$ cat config.mk
export PLATFORM = sky130hd
export DESIGN_NAME = note_sample_source
export DESIGN_NICKNAME = d
export VERILOG_FILES = /design/src/rtl/music_pkg.sv /design/src/rtl/sine_lookup.sv /design/src/rtl/note_sample_source.sv
export SDC_FILE = /design/constraint.sdc
export NUM_CORES = 1
export LEC_CHECK = 0
export ABC_AREA = 1
export CORE_MARGIN = 3
export CORE_UTILIZATION = 60
export CTS_CLUSTER_DIAMETER = 80
export DETAILED_ROUTE_END_ITERATION = 12
export GPL_TIMING_DRIVEN = 0
export PLACE_DENSITY = 0.87
export SLEW_MARGIN = 20
export SYNTH_ARGS = -nofsm -noshare
export SYNTH_HDL_FRONTEND = slang
export SYNTH_SLANG_ARGS = --single-unit
$ cat constraint.sdc
create_clock -name clk -period 4.2 [get_ports clk]
set_clock_uncertainty 0.15 [all_clocks]
set_input_delay 0.84 -clock clk [delete_from_list [all_inputs] [get_ports clk]]
set_output_delay 0.84 -clock clk [all_outputs]
set_load 0.01 [all_outputs]
$ cat src/rtl/music_pkg.sv
// rtl/music_pkg.sv - shared state type and default widths for the note sample source
package music_pkg;

    localparam int PHASE_W    = 22;
    localparam int ROM_ADDR_W = 10;
    localparam int DUR_W      = 6;
    localparam int SAMPLE_W   = 16;

    typedef enum logic {
        IDLE = 1'b0,
        PLAY = 1'b1
    } state_t;

endpackage

$ cat src/rtl/sine_lookup.sv
// rtl/sine_lookup.sv - phase accumulator and three-stage quarter-wave sine fetch pipeline
module sine_lookup
    import music_pkg::SAMPLE_W;
#(
    parameter int PHASE_W    = music_pkg::PHASE_W,
    parameter int ROM_ADDR_W = music_pkg::ROM_ADDR_W
) (
    input  logic                  clk,
    input  logic                  reset,
    input  logic                  req,
    input  logic                  playing,
    input  logic                  phase_clear,
    input  logic [PHASE_W-3:0]    step,
    output logic [ROM_ADDR_W-1:0] rom_addr,
    input  logic [SAMPLE_W-1:0]   rom_data,
    output logic [SAMPLE_W-1:0]   sample_out,
    output logic                  sample_valid,
    output logic                  overrun
);

    logic [PHASE_W-1:0]    phase;
    logic [PHASE_W-1:0]    phase_nxt;
    logic [ROM_ADDR_W-1:0] off;
    logic                  busy;
    logic                  take;
    logic                  mute;
    logic                  s1_valid;
    logic                  s1_neg;
    logic                  s1_mute;
    logic                  s2_valid;
    logic                  s2_neg;
    logic                  s2_mute;

    // Decode a new request: accept only when no fetch is between address and ROM data,
    // advance the phase only while a note plays, and mute rests and idle requests.
    always_comb begin
        busy      = s1_valid || s2_valid;
        take      = req && !busy;
        phase_nxt = playing ? (phase + {2'b00, step}) : phase;
        off       = phase_nxt[PHASE_W-3 -: ROM_ADDR_W];
        mute      = !playing || (step == '0);
    end

    // Address stage, ROM wait stage and sign/output stage; quadrant sign and mute ride along.
    always_ff @(posedge clk or negedge reset) begin
        if (!reset) begin
            phase        <= '0;
            rom_addr     <= '0;
            s1_valid     <= 1'b0;
            s1_neg       <= 1'b0;
            s1_mute      <= 1'b0;
            s2_valid     <= 1'b0;
            s2_neg       <= 1'b0;
            s2_mute      <= 1'b0;
            sample_out   <= '0;
            sample_valid <= 1'b0;
            overrun      <= 1'b0;
        end else begin
            s1_valid     <= take;
            s2_valid     <= s1_valid;
            sample_valid <= s2_valid;

            if (phase_clear) begin
                phase <= '0;
            end else if (take) begin
                phase <= phase_nxt;
            end

            if (take) begin
                rom_addr <= phase_nxt[PHASE_W-2] ? ~off : off;
                s1_neg   <= phase_nxt[PHASE_W-1];
                s1_mute  <= mute;
            end

            if (s1_valid) begin
                s2_neg  <= s1_neg;
                s2_mute <= s1_mute;
            end

            if (s2_valid) begin
                sample_out <= s2_mute ? '0 : (s2_neg ? -rom_data : rom_data);
            end

            if (req && busy) begin
                overrun <= 1'b1;
            end
        end
    end

endmodule

$ cat src/rtl/note_sample_source.sv
// rtl/note_sample_source.sv - note FSM, note latch and beat counter around the sine fetch pipeline
module note_sample_source
    import music_pkg::state_t;
    import music_pkg::IDLE;
    import music_pkg::PLAY;
    import music_pkg::SAMPLE_W;
#(
    parameter int PHASE_W    = music_pkg::PHASE_W,
    parameter int ROM_ADDR_W = music_pkg::ROM_ADDR_W,
    parameter int DUR_W      = music_pkg::DUR_W
) (
    input  logic                  clk,
    input  logic                  reset,
    input  logic                  play,
    input  logic                  note_valid,
    output logic                  note_ready,
    input  logic [PHASE_W-3:0]    note_step,
    input  logic [DUR_W-1:0]      note_dur,
    input  logic                  beat,
    input  logic                  generate_next_sample,
    output logic [ROM_ADDR_W-1:0] rom_addr,
    input  logic [SAMPLE_W-1:0]   rom_data,
    output logic [SAMPLE_W-1:0]   sample_out,
    output logic                  new_sample_ready,
    output logic [DUR_W-1:0]      note_duration,
    output logic                  done_with_note,
    output logic                  overrun
);

    state_t             state;
    state_t             state_nxt;
    logic [PHASE_W-3:0] step_q;
    logic [DUR_W-1:0]   dur_q;
    logic [DUR_W-1:0]   beat_cnt;
    logic               accept;
    logic               note_end;
    logic               last_beat;
    logic               playing;

    assign playing = (state == PLAY);

    // Next state, handshake and note-end decode; note_ready is held low while in reset.
    always_comb begin
        state_nxt  = state;
        note_ready = 1'b0;
        accept     = 1'b0;
        note_end   = 1'b0;
        last_beat  = beat && (beat_cnt == dur_q - DUR_W'(1));
        case (state)
            IDLE: begin
                note_ready = play && reset;
                accept     = note_valid && note_ready;
                if (accept) begin
                    if (note_dur == '0) begin
                        note_end = 1'b1;
                    end else begin
                        state_nxt = PLAY;
                    end
                end
            end
            PLAY: begin
                if (!play || last_beat) begin
                    note_end  = 1'b1;
                    state_nxt = IDLE;
                end
            end
        endcase
    end

    // State register.
    always_ff @(posedge clk or negedge reset) begin
        if (!reset) begin
            state <= IDLE;
        end else begin
            state <= state_nxt;
        end
    end

    // Note latch, beat counter and note-timing outputs.
    always_ff @(posedge clk or negedge reset) begin
        if (!reset) begin
            step_q         <= '0;
            dur_q          <= '0;
            beat_cnt       <= '0;
            note_duration  <= '0;
            done_with_note <= 1'b0;
        end else begin
            done_with_note <= note_end;
            if (accept) begin
                step_q        <= note_step;
                dur_q         <= note_dur;
                beat_cnt      <= '0;
                note_duration <= note_dur;
            end else if (state == PLAY) begin
                if (note_end) begin
                    beat_cnt      <= '0;
                    note_duration <= '0;
                end else if (beat) begin
                    beat_cnt <= beat_cnt + DUR_W'(1);
                end
            end
        end
    end

    sine_lookup #(
        .PHASE_W    (PHASE_W),
        .ROM_ADDR_W (ROM_ADDR_W)
    ) u_sine_lookup (
        .clk          (clk),
        .reset        (reset),
        .req          (generate_next_sample),
        .playing      (playing),
        .phase_clear  (accept),
        .step         (step_q),
        .rom_addr     (rom_addr),
        .rom_data     (rom_data),
        .sample_out   (sample_out),
        .sample_valid (new_sample_ready),
        .overrun      (overrun)
    );

endmodule

-- Word-level counts from Yosys, hierarchy flattened
Index checks and enable logic that the tools add are counted.
- register bits after elaboration: 96
- input port bits: 48
- output and inout bits: 36
- add/sub/neg operators: 4
- equal/unequal tests: 1
- multiplexer cells: 23
- bitwise gates (word level): 2
- reductions and logical operators: 20
- operators by type and width (operator ; number):
    two-way mux 22 bit ; 3
    two-way mux 6 bit ; 7
    two-way mux 16 bit ; 2
    adder 22 x 20 -> 22 bit ; 1
    zero test 20 bit ; 1
    negator 16 bit ; 1
    two-way mux 10 bit ; 1
    inverter 10 bit ; 1
    two-way mux 1 bit ; 8
    adder 6 x 1 -> 6 bit (second input constant) ; 1
    equality test 6 bit ; 1
    zero test 6 bit ; 1
    AND reduction 2 bit ; 3
    nonzero test 2 bit ; 3
    subtractor 6 x 1 -> 6 bit (second input constant) ; 1
    logical AND 1 bit ; 5
    one-hot mux 1 bit (2 select lines) ; 2
    zero test 1 bit ; 3
    logical OR 1 bit ; 3
    nonzero test 3 bit ; 1
    inverter 1 bit ; 1

-- Logic depth before layout (Yosys ltp)
Gate-level depths: netlist of the first run.
- depth after elaboration: 9
- mapped depth: 17
- gate-level depth less buffers: 16

-- By module
A second synthesis of the first run with hierarchy kept.
- cell total of the unflattened synthesis: 850
- area total of the unflattened synthesis: 5931.9 um^2
- by module, submodules not included (module ; instances ; cells each ; area each (um^2)):
    sine_lookup ; 1 ; 611 ; 4078.9
    note_sample_source ; 1 ; 239 ; 1853.0

-- Least setup slack after synthesis of the first run
Ideal clock, no wire load.
- path kind: in2reg
- start: in rom_data[0]
- end: reg u_sine_lookup.sample_out[14]
- library setup time: 0.117 ns
- arrival time: 1.921 ns
- path slack: 2.011 ns
- stages on the path: 11
- cells stage by stage: inv_1 > ha_1 > inv_1 > nor3_2 > nand4_1 > nor2_1 > nand2_1 > o21ai_1 > nand2_1 > nand3_1 > nand2_1
- cells in the longest elaborated chain, start to end: 3
- RTL lines (item ; line ; RTL):
    from (decl) ; note_sample_source.sv:22 ; input logic [SAMPLE_W-1:0] rom_data,
    negator 16 bit ; sine_lookup.sv:81 ; sample_out <= s2_mute ? '0 : (s2_neg ? -rom_data : rom_data);
    two-way mux 16 bit (2 in a row) ; sine_lookup.sv:81 ;
    to (signal assigned) ; sine_lookup.sv:81 ;
    to (decl) ; sine_lookup.sv:16 ; output logic [SAMPLE_W-1:0] sample_out,
No other way between the ends.
A chain may end at the register's enable or synchronous reset.

-- Worst setup path in the final report of the first run
- start: in reset
- end: out note_ready
- cells in the longest elaborated chain, start to end: 2
- RTL lines (item ; line ; RTL):
    from (decl) ; note_sample_source.sv:13 ; input logic reset,
    logical AND 1 bit ; note_sample_source.sv:51 ; note_ready = play && reset;
    two-way mux 1 bit ; note_sample_source.sv:49 ; case (state)
    to (decl) ; note_sample_source.sv:16 ; output logic note_ready,
No other way between the ends.

==> results.py, run 1 <==
metrics = {
    "outcome": {
        "status": "completed",
    },
    "timing": {
        "finalHoldViolCount": 0,
        "worst_pin_slew_ps": 639.5,
        "finalSetupViolations": 0,
        "hold_ws_ps": 226.1,
        "setup_tns_ps": 0,
        "fmax_mhz": 304.4,
        "finalCritPeriodShare_pct": 78.22,
        "timing.slew.headroom_pct": 57.36,
        "fin_crit_ps": 3285,
        "final_max_slew_viol_count": 0,
        "timing.final.ws_setup_ps": 914.6,
        "rsz0062_at_grt": "false",
    },
    "floorplan": {
        "num_rows": 35,
        "dieArea_um2": 11100,
        "core-area_um2": 9415,
        "pin_count": 84,
        "initial_core_util_pct": 62.94,
        "die_w_um": 105.4,
        "die_h_um": 105.4,
    },
    "finish": {
        "area_growth_pct": 20.40,
        "final_layout_size_suffix_gt1_share_pct": 4.463,
        "layout_common_cells": "nand2_1, inv_1, dfrtp_1",
        "multi_input_area_um2": 2992,
        "final_common_cell": "nand2_1",
        "seqCellArea_um2": 2402,
        "fin_nets": 1008,
        "n_antenna_cell": 0,
        "stdcell_area_um2": 7134,
        "final_core_util_pct": 75.77,
        "num-fill-cells": 749,
    },
    "route": {
        "drc": 0,
        "vias": 5903,
        "via_per_inst": 5.517,
        "wl_per_cell_um": 15.17,
        "m1WireLength_um": 6872,
        "final_antenna_net_count": 0,
        "highest_layer": "met4",
        "wl_met3_um": 1094,
        "wl_um": 16230,
        "first_pass_iters": 5,
        "wl_met2_um": 7856,
        "drtIter0Drc": 399,
    },
    "worst_setup_path": {
        "cp-end-kind": "output pin",
        "path_max_fanout": 52,
        "path_class": "input pin to output pin",
        "rr_startpoint": "step_q[0]$_DFFE_PN0P_",
        "worst_ep_required_time_ps": 3210,
        "critPathLaunchType": "input pin",
        "critical_path.startpoint": "reset",
        "cp.arrival_ps": 2300,
    },
    "global_routing": {
        "grt_overflow": 0,
        "grt_pass1_wl_um": 27490,
        "grt_pass1_vias": 5812,
        "grt_usage_pct": 30.72,
        "antenna_found_initial": 0,
        "grt_max_degree": 53,
    },
    "synthesis": {
        "avgSynthCellArea_um2": 7.046,
        "syn-cell-area_um2": 5926,
        "ys_seq_area_share_pct": 40.54,
        "ys_seq_elements": 96,
        "syn_nets": 913,
        "syn_inst": 841,
        "async_flop_share_pct": 100.0,
        "synth-edff-count": 0,
        "synth.yosys.warnings": 0,
        "synth.distinct_cells": 36,
        "synth_ff_type": "dfrtp_1",
    },
    "clock_network": {
        "cts_root_buffer": "clkbuf_8",
        "clk_latency_ps": 380,
        "path_clk_slew_ps": 100,
        "postCtsHoldBufs": 0,
        "cts_resized": 0,
        "clk_path_buf_depth": 2,
        "htreeDepth": 3,
        "cts.sinks": 96,
        "postCtsSetupBuffers": 0,
        "cts_tree": "built",
        "cts_made_buffers": 9,
    },
    "power_and_ir_drop": {
        "power_density_nw_per_um2": 457.9,
        "ir_worst_vdd_v": 0.0003807,
        "swShare_pct": 40.62,
        "clockPowerShare_pct": 18.1,
        "power_frac_comb_pct": 42.7,
        "internal_power_mw": 1.940,
        "p_seq_share_pct": 39.2,
        "p_sw_mw": 1.327,
        "power.leakage_nw": 3.696,
    },
    "placed_design": {
        "pre_cts_ws_ps": 872.9,
        "post_dp_cell_area_um2": 6947,
        "globalplace.congestion": 0.9352,
        "dp_hpwl_um": 12570,
        "port_buffers": 83,
    },
    "run": {
        "drv_cap": 0,
    },
    "hold_path": {
        "holdCritPathClass": "input pin to asynchronous set/reset pin",
    },
}
-- cell type report --
cell class / count / area share [%]
multi-input combinational: 613 / 41.93
sequential: 96 / 33.67
timing repair buffer: 84 / 12.05
inverter: 110 / 5.787
tap: 129 / 2.262
clock buffer: 9 / 1.736
buffer: 22 / 1.666
clock inverter: 7 / 0.8944
-- kinds of logic (layout without fill, tap and decap cells) --
logic type,count (synthesis),in the layout,synth area share [%]
and+or+nand+nor,487,487,34.82
buffers and inverters,132,232,8.973
DFF,96,96,40.54
AOI/OAI and AO/OA,84,84,7.813
adders and majority gates,24,24,5.194
xor gates and xnor gates,18,18,2.661
-- Yosys cell counts, drive strengths merged (3+ instances only) --
library cell  count  area, µm²
dfrtp            96       2402
inv             107      401.6
o21bai            3      22.52
xor2              9      78.83
o22ai            10      62.56
nand2           317       1202
clkinv            3      11.26
nand3b            7      52.55
a21oi            22      110.1
o21ai            43      215.2
xnor2             9      78.83
a32o              3      30.03
or2               4      25.02
clkbuf           15      66.31
nand3            88      445.4
buf               7      52.54
nand4             8      50.05
ha               23      287.8
nor2             46      182.7
nor4              5      31.28
nor3              9      55.05
-- state kept, by name, summed over array words and instances, names as in the netlist, 6 cells and up --
register	flops
u_sine_lookup.sample_out	16
beat_cnt	6
step_q	20
note_duration	6
u_sine_lookup.rom_addr	10
dur_q	6
u_sine_lookup.phase	22
-- critical path: stages --
cell and delay, ps:
buf_6 350, buf_16 310, nand2_1 80, nor2_1 120, clkdlybuf4s50_1 550
-- metrics by stage --
step,std cells,power [mW]
2_1_floorplan,841,2.155
3_3_place_gp,1053,2.609
3_5_place_dp,1054,2.667
4_1_cts,1070,3.257
5_1_grt,1070,3.513
6_report,1070,3.267
-- final timing paths --
| path | to | slack, ps | cells after the start |
|---|---|---|---|
| max in group asynchronous | step_q[14]$_DFFE_PN0P_ | 3070 | 2 |
| max reg2reg | u_sine_lookup.rom_addr[5]$_DFFE_PN0P_ | 1620 | 15 |
| min in group clk | u_sine_lookup.sample_valid$_DFF_PN0_ | 260 | 0 |
| min | step_q[7]$_DFFE_PN0P_ | 230 | 1 |
| max | note_ready | 910 | 5 |
| min reg2reg | u_sine_lookup.sample_valid$_DFF_PN0_ | 260 | 0 |
-- power groups by stage --
stage	registers (mW)	logic (mW)	clock network [mW]
2_1_floorplan	1.30	0.857	0
3_3_place_gp	1.28	1.32	0
3_5_place_dp	1.29	1.37	0
4_1_cts	1.28	1.38	0.596
5_1_grt	1.30	1.57	0.635
6_report	1.28	1.40	0.591
-- metal layers --
metal,GRT usage [%],vias up
li1,-,2881
met1,39.31,2734
met2,52.37,248
met3,5.756,40
met4,10.31,0
met5,0,-
(Power assumes the default switching activity.)
==> inputs of run 2 (changes only) <==
Settings changed: CORE_UTILIZATION 60 to 50, PLACE_DENSITY 0.87 to 0.77.
Clock period 4.2 ns to 2.9 ns, I/O delays scaled along.
==> run 2 against run 1 <==
Effect of this change: hold slack worse by 210 ps; sequential cell count unchanged; critical endpoint unchanged; largest cell class unchanged; first-iteration DRC count up 2.8%; via count down 3.7%; wire length down 5.1%.
==> results.py, run 2 (synthesis results as in run 1) <==
metrics = {
    "outcome": {
        "status": "completed",
    },
    "power_and_ir_drop": {
        "ir_worst_vdd_v": 0.0005030,
        "power.leakage_nw": 3.770,
        "power_density_nw_per_um2": 692.1,
        "p_total_mw": 5.053,
    },
    "timing": {
        "timing.final.ws_setup_ps": 216.9,
        "finalSetupViolations": 0,
        "final_max_slew_viol_count": 0,
        "finalHoldViolCount": 0,
        "fin_crit_ps": 2683,
        "timing.slew.headroom_pct": 56.80,
        "fmax_mhz": 372.7,
        "finalCritPeriodShare_pct": 92.52,
        "rsz0062_at_grt": "false",
        "worst_pin_slew_ps": 647.9,
    },
    "worst_setup_path": {
        "crit_chain": "buf_6 > clkbuf_1 > nor2_1 > clkdlybuf4s50_1",
        "path_max_fanout": 10,
        "worst_ep_required_time_ps": 2170,
        "crit_path_top_delay_cell": "clkdlybuf4s50_1",
        "path_class": "register to output pin",
        "cp-end-kind": "output pin",
        "crit_path_max_incr_delay_ps": 500,
        "reg2reg_slack_ps": 380,
        "cp.arrival_ps": 1950,
        "critPathLaunchType": "register",
    },
    "clock_network": {
        "cts_made_buffers": 9,
        "clk_latency_ps": 360,
        "htreeDepth": 3,
        "cts_root_buffer": "clkbuf_16",
        "clk_path_buf_depth": 2,
        "cts_tree": "built",
        "path_clk_slew_ps": 60,
        "postCtsSetupBuffers": 0,
        "cts.sinks": 96,
    },
    "global_routing": {
        "grt_pass1_wl_um": 26130,
        "grt_overflow": 0,
        "antenna_found_initial": 0,
        "grt_max_degree": 54,
        "grt_pass1_vias": 5524,
        "grt_usage_pct": 24.79,
    },
    "placed_design": {
        "globalplace.congestion": 0.9444,
        "port_buffers": 83,
        "pre_cts_ws_ps": -194.6,
        "dp_hpwl_um": 11550,
    },
    "floorplan": {
        "die_h_um": 114.9,
        "initial_core_util_pct": 51.46,
        "die_w_um": 114.9,
        "core-area_um2": 11520,
        "num_rows": 39,
        "pin_count": 84,
        "dieArea_um2": 13190,
    },
    "run": {
        "drv_cap": 0,
    },
    "route": {
        "wl_per_cell_um": 14.18,
        "final_antenna_net_count": 0,
        "via_per_inst": 5.232,
        "drc": 0,
        "drtIter0Drc": 410,
        "vias": 5682,
        "first_pass_iters": 5,
        "wl_um": 15400,
    },
    "finish": {
        "num-fill-cells": 1088,
        "final_common_cell": "nand2_1",
        "largest_registers": "u_sine_lookup.phase: 22 flops, step_q: 20 flops, u_sine_lookup.sample_out: 16 flops",
        "fin_nets": 1010,
        "seqCellArea_um2": 2402,
        "area_growth_pct": 23.21,
        "largest_register_ffs": 22,
        "layout_common_cells": "nand2_1, inv_1, dfrtp_1",
        "final_layout_size_suffix_gt1_share_pct": 4.454,
        "n_antenna_cell": 0,
        "multi_input_area_um2": 2994,
        "regMostFlops": "u_sine_lookup.phase",
    },
    "hold_path": {
        "holdCritPathClass": "input pin to asynchronous set/reset pin",
    },
}
## run 2: where the power goes
part / total [mW] / internal [mW] / switching (mW)
registers: 1.85 / 1.64 / 0.215
logic: 1.98 / 0.848 / 1.13
clock network: 1.22 / 0.713 / 0.505
## run 2: area by class of cell
class,instances,share of cell area [%]
well taps,143,2.451
repair buffers,86,12.24
multi-input cells,613,41.01
clock inverters,3,0.5484
inverters,110,5.656
clock buffers,13,3.565
flip-flops and latches,96,32.90
plain buffers,22,1.628
## run 2: critical path, delay by kind of cell, from the launching register on
kind          cells  cell delay, ps
buf+inv           3            1100
flops             1             370
simple gates      1             130
## run 2: worst paths after layout
| path | cells after the start | startpoint | to |
|---|---|---|---|
| worst min-delay path | 2 | reset | u_sine_lookup.overrun$_DFFE_PN0P_ |
| worst max register to register | 15 | step_q[0]$_DFFE_PN0P_ | u_sine_lookup.rom_addr[0]$_DFFE_PN0P_ |
| worst min register to register | 0 | u_sine_lookup.s2_valid$_DFF_PN0_ | u_sine_lookup.sample_valid$_DFF_PN0_ |
| min in group clk | 0 | u_sine_lookup.s2_valid$_DFF_PN0_ | u_sine_lookup.sample_valid$_DFF_PN0_ |
| worst max-delay path | 4 | playing$_DFF_PN0_ | note_ready |
| max in group asynchronous | 2 | reset | u_sine_lookup.sample_out[8]$_DFFE_PN0P_ |
## run 2: stage by stage
step / cells / hold WS (ps) / util [%] / TNS, ps / area, µm²
4_1_cts: 1084 / 10.88 / 63.08 / 0 / 7264
3_5_place_dp: 1068 / 256.3 / 60.47 / -6301 / 6964
5_1_grt: 1086 / 34.77 / 63.40 / 0 / 7301
2_1_floorplan: 841 / 134.4 / - / 0 / 5926
3_3_place_gp: 1067 / 242.4 / 60.22 / -461370 / 6935
6_report: 1086 / 16.72 / 63.40 / 0 / 7301
## run 2: routing by layer
layer | share of wire, % | track usage (%) | up-vias
met4 | 2.6 | 9.624 | 0
met3 | 5.6 | 4.000 | 32
met1 | 46 | 33.86 | 2608
met2 | 46 | 39.66 | 164
li1 | - | - | 2878
met5 | 0 | 0 | -
## run 2: timing repair
action,4_1_cts,5_1_grt
resized for setup,0,3
hold buffers,0,2
setup endpoints to repair,0,15
hold endpoints to repair,0,12
==> inputs of run 3 (changes only) <==
Settings changed: ABC_CLOCK_PERIOD_IN_PS set to 2900.
==> results of run 3 <==
The final DEF is identical to that of run 2; final timing and power are the same.
